## config.mk

```make
export PLATFORM = sky130hd
export DESIGN_NAME = multi_switch_led_toggle
export DESIGN_NICKNAME = d
export VERILOG_FILES = /design/src/rtl/led_toggle_pkg.sv /design/src/rtl/switch_debounce.sv /design/src/rtl/multi_switch_led_toggle.sv
export SDC_FILE = /design/constraint.sdc
export NUM_CORES = 1
export LEC_CHECK = 0
export CORE_MARGIN = 2
export CORE_UTILIZATION = 25
export DETAILED_ROUTE_END_ITERATION = 6
export PLACE_DENSITY = 0.4
export SETUP_SLACK_MARGIN = 0.2
export SLEW_MARGIN = 20
export SYNTH_ARGS = -nofsm -noshare
export SYNTH_HDL_FRONTEND = slang
export SYNTH_SLANG_ARGS = --single-unit
```

## constraint.sdc

```tcl
create_clock -name i_Clk -period 2.9 [get_ports i_Clk]
set_input_delay 0.435 -clock i_Clk [delete_from_list [all_inputs] [get_ports i_Clk]]
set_output_delay 0.435 -clock i_Clk [all_outputs]
set_load 0.02 [all_outputs]
```

## src/rtl/led_toggle_pkg.sv

```systemverilog
// Shared constants for the multi-channel switch/LED toggler: edge-select
// codes, per-channel debouncer state encoding and the edge-select helper.
package led_toggle_pkg;

  localparam int EDGE_FALL = 0;
  localparam int EDGE_RISE = 1;
  localparam int EDGE_BOTH = 2;

  localparam logic [1:0] DEB_INIT     = 2'd0;
  localparam logic [1:0] DEB_STABLE   = 2'd1;
  localparam logic [1:0] DEB_COUNTING = 2'd2;

  // Picks the qualified edges that should toggle an LED; unknown modes select nothing.
  function automatic logic edge_match(input int mode, input logic rise, input logic fall);
    case (mode)
      EDGE_FALL: return fall;
      EDGE_RISE: return rise;
      EDGE_BOTH: return rise | fall;
      default:   return 1'b0;
    endcase
  endfunction

endpackage

```

## src/rtl/switch_debounce.sv

```systemverilog
// One switch channel: synchroniser followed by a terminal-count debouncer.
// o_Rise/o_Fall are combinational one-cycle strobes, high in the cycle whose
// closing clock edge updates the debounced level, so a downstream register
// can act on the same edge.
//
// state    | meaning
// ---------+-----------------------------------------------------------
// INIT     | after reset; qualify the first stable level, no edge out
// STABLE   | synced level equals debounced level; counter parked at 0
// COUNTING | synced level differs; count towards terminal count
module switch_debounce
  import led_toggle_pkg::*;
#(
  parameter int DEBOUNCE_LIMIT = 250000,
  parameter int SYNC_STAGES    = 2
) (
  input  logic i_Clk,
  input  logic i_Rst,
  input  logic i_Switch,
  output logic o_Level,
  output logic o_Rise,
  output logic o_Fall
);

  localparam int              CW     = $clog2(DEBOUNCE_LIMIT);
  localparam logic [CW-1:0]   CNT_TC = CW'(DEBOUNCE_LIMIT - 1);

  logic [SYNC_STAGES-1:0] r_sync;
  logic [CW-1:0]          r_cnt;
  logic                   r_deb;
  logic                   r_ini;
  logic                   w_synced;
  logic                   w_tc;
  logic                   w_qual;
  logic [1:0]             w_state;

  assign w_synced = r_sync[SYNC_STAGES-1];
  assign w_tc     = (r_cnt == CNT_TC);

  // Shift the raw switch level through the synchroniser chain.
  always_ff @(posedge i_Clk or posedge i_Rst) begin
    if (i_Rst) r_sync <= '0;
    else       r_sync <= {r_sync[SYNC_STAGES-2:0], i_Switch};
  end

  // Debouncer state is implied by the init flag and the level comparison.
  always_comb begin
    w_state = DEB_STABLE;
    if (!r_ini)                 w_state = DEB_INIT;
    else if (w_synced != r_deb) w_state = DEB_COUNTING;
  end

  // Counter and debounced level; during INIT r_deb tracks the candidate level.
  always_ff @(posedge i_Clk or posedge i_Rst) begin
    if (i_Rst) begin
      r_cnt <= '0;
      r_deb <= 1'b0;
      r_ini <= 1'b0;
    end else begin
      case (w_state)
        DEB_INIT: begin
          if (w_synced != r_deb) begin
            r_deb <= w_synced;
            r_cnt <= '0;
          end else if (w_tc) begin
            r_ini <= 1'b1;
            r_cnt <= '0;
          end else begin
            r_cnt <= r_cnt + 1'b1;
          end
        end
        DEB_COUNTING: begin
          if (w_tc) begin
            r_deb <= w_synced;
            r_cnt <= '0;
          end else begin
            r_cnt <= r_cnt + 1'b1;
          end
        end
        default: r_cnt <= '0;
      endcase
    end
  end

  assign w_qual  = (w_state == DEB_COUNTING) && w_tc;
  assign o_Rise  = w_qual &  w_synced;
  assign o_Fall  = w_qual & ~w_synced;
  assign o_Level = r_deb;

endmodule

```

## src/rtl/multi_switch_led_toggle.sv

```systemverilog
// N-channel LED toggler fed by raw mechanical switches. Each channel is
// synchronised and debounced; a qualified edge matching EDGE_MODE inverts
// its LED. i_Clear zeroes all LEDs and wins over a coincident toggle.
// Optional build macro LED_TOGGLE_PULSE_EN adds o_Toggle_Pulse, a registered
// one-cycle strobe per channel aligned with the LED update (asserted even
// when i_Clear suppresses the toggle).
module multi_switch_led_toggle
  import led_toggle_pkg::*;
#(
  parameter int NUM_CH         = 4,
  parameter int DEBOUNCE_LIMIT = 250000,
  parameter int EDGE_MODE      = 0,
  parameter int SYNC_STAGES    = 2
) (
  input  logic              i_Clk,
  input  logic              i_Rst,
  input  logic [NUM_CH-1:0] i_Switch,
  input  logic              i_Clear,
  output logic [NUM_CH-1:0] o_LED
`ifdef LED_TOGGLE_PULSE_EN
  ,
  output logic [NUM_CH-1:0] o_Toggle_Pulse
`endif
);

  logic [NUM_CH-1:0] w_rise;
  logic [NUM_CH-1:0] w_fall;
  logic [NUM_CH-1:0] w_edge;
  logic [NUM_CH-1:0] r_led;

  for (genvar gi = 0; gi < NUM_CH; gi++) begin : g_ch
    switch_debounce #(
      .DEBOUNCE_LIMIT(DEBOUNCE_LIMIT),
      .SYNC_STAGES   (SYNC_STAGES)
    ) u_deb (
      .i_Clk   (i_Clk),
      .i_Rst   (i_Rst),
      .i_Switch(i_Switch[gi]),
      .o_Level (),
      .o_Rise  (w_rise[gi]),
      .o_Fall  (w_fall[gi])
    );
    assign w_edge[gi] = edge_match(EDGE_MODE, w_rise[gi], w_fall[gi]);
  end

  // LED register: clear has priority, otherwise invert on selected edges.
  always_ff @(posedge i_Clk or posedge i_Rst) begin
    if (i_Rst)        r_led <= '0;
    else if (i_Clear) r_led <= '0;
    else              r_led <= r_led ^ w_edge;
  end

  assign o_LED = r_led;

`ifdef LED_TOGGLE_PULSE_EN
  logic [NUM_CH-1:0] r_pulse;

  // Strobe every selected edge, independent of i_Clear.
  always_ff @(posedge i_Clk or posedge i_Rst) begin
    if (i_Rst) r_pulse <= '0;
    else       r_pulse <= w_edge;
  end

  assign o_Toggle_Pulse = r_pulse;
`endif

endmodule

```

-- Word-level counts from Yosys, hierarchy flattened
Index checks and enable logic that the tools add are counted.
- shifts and indexed selects: 0
- eq/ne operators: 20
- bitwise operators: 13
- div/mod/pow operators: 0
- mux-type cells: 33
- multiply operators: 0
- add/subtract/negate cells: 4
- $lt $le $gt $ge: 0
- reductions and logical operators: 20
- operators with widths (operator ; count):
    18-bit 2-to-1 mux ; 8
    18-bit case mux with 2 select lines ; 4
    18-bit by 1-bit adder with 18-bit output, second input constant ; 4
    18-bit == test, second input constant ; 4
    3-bit AND reduction ; 8
    2-bit 2-to-1 mux ; 8
    2-bit by 1-bit inequality test with 1-bit output, second input constant ; 8
    2-bit == test, second input constant ; 4
    2-bit zero test ; 4
    1-bit 2-to-1 mux ; 8
    1-bit inverter ; 8
    1-bit case mux with 2 select lines ; 4
    2-bit nonzero test ; 4
    1-bit bitwise AND ; 4
    1-bit logical AND ; 4
    4-bit 2-to-1 mux ; 1
    1-bit inequality test ; 4
    4-bit bitwise XOR ; 1
- memories: 0
- latch bits: 0
- input bits: 7
- ROM bits: 0
- register bits: 92
- memory bits (writable): 0
- word-level logic and storage cells: 107

-- Logic depth before layout (Yosys ltp)
- depth after elaboration: 8
- gate-level depth with buffers: 6

-- Hierarchy
Synthesis repeated with hierarchy kept, for this count alone.
- cells, all modules: 429
- area, all modules: 4463.0 um^2
- by module, submodules not included (module ; seq. area each (um^2) ; times used ; area an instance (um^2) ; cells each):
    switch_debounce ; 550.5 ; 4 ; 1077.3 ; 104
    multi_switch_led_toggle ; 100.1 ; 1 ; 153.9 ; 13

-- Worst setup path before layout
No wires, ideal clock.
- path type: reg-to-reg
- start point: reg g_ch[0].u_deb.r_cnt[0]
- end point: reg r_led[0] (netlist: o_LED[0])
- data arrival time: 1.933 ns
- stages on the path, launching flop included: 6
- clock period less this slack: 2.057 ns
- setup slack: 0.843 ns
- cell sequence: dfrtp_1 ha_1 nand3_1 or4_1 nor4_1 mux2_2
- longest elaborated chain between the ends: 5
- RTL lines (element ; line ; text):
    start, declared ; switch_debounce.sv:29 ; logic [CW-1:0] r_cnt;
    start signal, assigned ; switch_debounce.sv:69 ; r_cnt <= r_cnt + 1'b1;
    start signal, assigned ; switch_debounce.sv:77 ; r_cnt <= r_cnt + 1'b1;
    18-bit == test ; switch_debounce.sv:38 ; assign w_tc = (r_cnt == CNT_TC);
    1-bit logical AND ; switch_debounce.sv:85 ; assign w_qual = (w_state == DEB_COUNTING) && w_tc;
    1-bit bitwise AND ; switch_debounce.sv:87 ; assign o_Fall = w_qual & ~w_synced;
    4-bit bitwise XOR ; multi_switch_led_toggle.sv:50 ; else r_led <= r_led ^ w_edge;
    4-bit 2-to-1 mux ; multi_switch_led_toggle.sv:49 ; else if (i_Clear) r_led <= '0;
    end signal, assigned ; multi_switch_led_toggle.sv:50 ;
    end, declared ; multi_switch_led_toggle.sv:29 ; logic [NUM_CH-1:0] r_led;
Every way passes these cells.
A chain may end at the register's enable or synchronous reset.

-- Final worst setup path
- start point: reg g_ch[0].u_deb.r_cnt[0]
- end point: reg g_ch[0].u_deb.r_cnt[14]
- longest elaborated chain between the ends: 4
- elaborated cells on any way between the ends: 5
- classes of those cells: add/sub: 1; eq/ne: 1; mux: 3
- RTL lines (element ; line ; text):
    18-bit by 1-bit adder with 18-bit output or 18-bit == test (tied branches) ; switch_debounce.sv:69, switch_debounce.sv:77, switch_debounce.sv:38 ;
    18-bit 2-to-1 mux * ; switch_debounce.sv:65, switch_debounce.sv:73 ;
    18-bit 2-to-1 mux ; switch_debounce.sv:62 ; if (w_synced != r_deb) begin
    18-bit case mux with 2 select lines * ; switch_debounce.sv:60 ; case (w_state)
Mark *: on every way between the ends. The rest lies on a longest branch, timed or not.

==> metrics <==
Async SR Flop Fraction 1.000; CTS Root Cell clkbuf_16; synthesis-stage register bit count 92; WL/cell 12.69 um; Die W 136.0 um; Setup crit start kind register; final setup violation count 0; Max FO, Critical Path 10; Synth Net Count 445; R2R Setup Slk 0.82 ns; CTS Hold Buffers Added 0; Util after Layout 0.2965; Crit path largest cell delay roughly 0.56 ns; Avg Cell Area, Syn about 10 sq um; remaining antenna violation count 0; skew final 0.009842 ns; critical path class register to register; total grt overflow 0; dpl hpwl 5941 um; Worst Tran Pin Value 0.6106 ns; Layout Nets 470; Pleak about 2.0 nW; DRT Pass-1 Iters 4; worst-case clock buffer depth 2; max-slew violation count 0; predominant post-synthesis flop cell dfrtp_1; Resize count post-CTS 0; CP endpoint g_ch[0].u_deb.r_cnt[14]; Worst EP arrival 2.32 ns; worst r2r src g_ch[0].u_deb.r_cnt[0]; WP data required 3.14 ns; Setup crit end kind register; RSZ-0062 raised after global routing no; Vias 3082; cell area after synthesis around 4400 sq um; Antenna Cells 0; Mapped Cells 434; power density cells 531.0 nW/um^2; CP cell instances ha_1 > nand3_1 > or4_1 > o21ai_2 > buf_4 > nor2_1; Die Y 136.0 um; synth unique cells 38; Bufs and invs on worst path 1; Setup TNS 0 ns; first-pass GRT wire length 15130 um; Place WS a little over 0.8 ns; Post-synth EDFFs 0; setup ws final just over 0.8 ns; row cnt 48; layout cell share with drive strength beyond 1 0.07328; Levels on crit path 6; Final Instance Area between 5000 and 6000 sq um; final hold vios 0; CP delay by family, top simple AND/OR/NAND/NOR gates; FMAX 480.8 MHz; Cell Area, Placed around 4800 sq um; Slowest-stage cell, CP or4_1; DRC errors left 0; CTS tree yes; outcome completed; Worst R2R Path Depth 6; GRT Total Usage 0.1054; minimum clock period between 2 and 2.5 ns; sequential share of the synthesized area 0.5289; final hold slack 0.3460 ns; initial core utilization 0.2534; # fillers 1809; Slew HR 0.5892; vias in the first global route 3061; largest net degree at the start of global routing 54; reg-to-reg endpoint g_ch[0].u_deb.r_cnt[14]; post-DR vias/cell 4.473; H-tree depth 3; die footprint 18480 sq um; DRT iter0 DRCs around 170; IO Pins 11; total of max-cap violations 0; Setup crit start g_ch[0].u_deb.r_cnt[0]; crit share post-route 0.7172; Clock Sink Count 92; Area Overhead vs Synth 16.99%; initial antenna violation count 0; class of the worst hold path register to register; TritonCTS Buffers 9; clock transition at the registers of the reported paths 0.07 ns; Core Area 17180 sq um; Final Wtd Congestion 0.7102; worst skew pair latency 0.35 ns; Port Buffers 10; Post-Route WL 8742 um; Worst IR Drop VDD ~0.27 mV; # Post-CTS Setup Buffers 0; Synth Warn # 0
stage by stage:
| stage | cells | total power, mW |
|---|---|---|
| finish | 689 | 2.704 |
| global route | 689 | 2.850 |
| CTS | 689 | 2.763 |
| detailed placement | 673 | 1.531 |
| global placement | 673 | 1.530 |
| floorplan | 434 | 1.472 |
cells by family (layout without fill, tap and decap cells):
| kind of cell | Yosys count | in the layout | share of synthesized area |
|---|---|---|---|
| AOI/OAI and AO/OA | 28 | 28 | 0.04168 |
| xor gates and xnor gates | 64 | 64 | 0.1288 |
| adders and majority gates | 4 | 4 | 0.01150 |
| buffers and inverters | 22 | 52 | 0.02127 |
| DFF | 92 | 92 | 0.5289 |
| muxes | 6 | 6 | 0.01495 |
| and+or+nand+nor | 218 | 218 | 0.2530 |
layout by cell type, fill, tap and decap left out, drive strengths merged:
master	instances
mux2i	2
nand4	16
clkdlybuf4s50	10
mux2	4
nor3	16
nor2b	3
o2bb2ai	1
o21ai	9
buf	9
or4b	1
nor4bb	3
clkbuf	11
o221ai	2
clkinv	2
nor4b	4
bufinv	1
nand2	25
and2	1
nand3	27
and3	1
clkinvlp	2
or4	5
dfrtp	92
xor2	15
nand2b	1
xnor2	49
a21oi	7
nand3b	2
nand4b	1
or2	2
or3	7
inv	17
ha	4
nor4	24
nor2	77
o31ai	4
and4	2
a21o	5
final cells by class:
class,count,area [sq um],share of cell area
Sequential cell,92,2302,0.4521
Clock buffer,11,242.7,0.04767
Multi-Input combinational cell,320,1958,0.3845
Tap cell,225,281.5,0.05528
Clock inverter,5,60.06,0.01179
Inverter,17,67.56,0.01327
Timing Repair Buffer,19,180.2,0.03538
cells in the mapped netlist, types with 3 or more instances:
cell | count | area, sq um
nor4_1 | 24 | 150.1
nor2_1 | 77 | 289.0
nand4_1 | 16 | 100.1
nor4bb_1 | 3 | 30.03
or4_1 | 5 | 37.54
dfrtp_1 | 92 | 2302
nor4b_1 | 4 | 35.03
mux2_2 | 4 | 45.04
nor3_1 | 16 | 80.08
xor2_1 | 15 | 131.4
o31ai_1 | 4 | 30.03
nand3_1 | 27 | 135.1
or3_1 | 6 | 37.54
nand2_1 | 25 | 93.84
inv_1 | 17 | 63.81
o21ai_0 | 5 | 25.02
xnor2_1 | 49 | 429.2
a21o_1 | 5 | 37.54
ha_1 | 4 | 50.05
a21oi_1 | 7 | 35.03
nor2b_1 | 3 | 18.77
where the power goes:
part	switching (mW)	internal [mW]
clock network	0.508	0.695
registers	0.0333	1.32
logic	0.0935	0.0554
total	0.635	2.07
flip-flops by register name, summed over array words and instances (netlist names):
name	cells
g_ch.u_deb.r_cnt	72
g_ch.u_deb.r_sync	8
g_ch.u_deb.o_Level	4
g_ch.u_deb.r_ini	4
o_LED	4
worst min-delay path by stage:
stage / from / end / slack [ns] / cells past startpoint
6_report: g_ch[0].u_deb.r_sync[0] / g_ch[0].u_deb.r_sync[1] / 0.35 / 0
5_1_grt: g_ch[0].u_deb.r_sync[0] / g_ch[0].u_deb.r_sync[1] / 0.35 / 0
4_1_cts: g_ch[0].u_deb.r_sync[0] / g_ch[0].u_deb.r_sync[1] / 0.35 / 0
3_5_place_dp: g_ch[0].u_deb.r_sync[0] / g_ch[0].u_deb.r_sync[1] / 0.33 / 0
3_3_place_gp: g_ch[2].u_deb.r_sync[0] / g_ch[2].u_deb.r_sync[1] / 0.34 / 0
2_1_floorplan: g_ch[0].u_deb.r_sync[0] / g_ch[0].u_deb.r_sync[1] / 0.33 / 0
worst reg2reg max path: stages (launching register included):
cell,delay (ns)
dfrtp_1,0.39
ha_1,0.19
nand3_1,0.11
or4_1,0.56
o21ai_2,0.39
buf_4,0.26
nor2_1,0.07
metal layers:
layer  GRT usage  vias up  wire (um)
met3     0.02274       12        214
met5           0        -          0
met1      0.1405     1485       4376
li1            -     1557          -
met4     0.05729        0        221
met2      0.1594       28       3930
No activity file was read; power rests on OpenSTA's default activity.
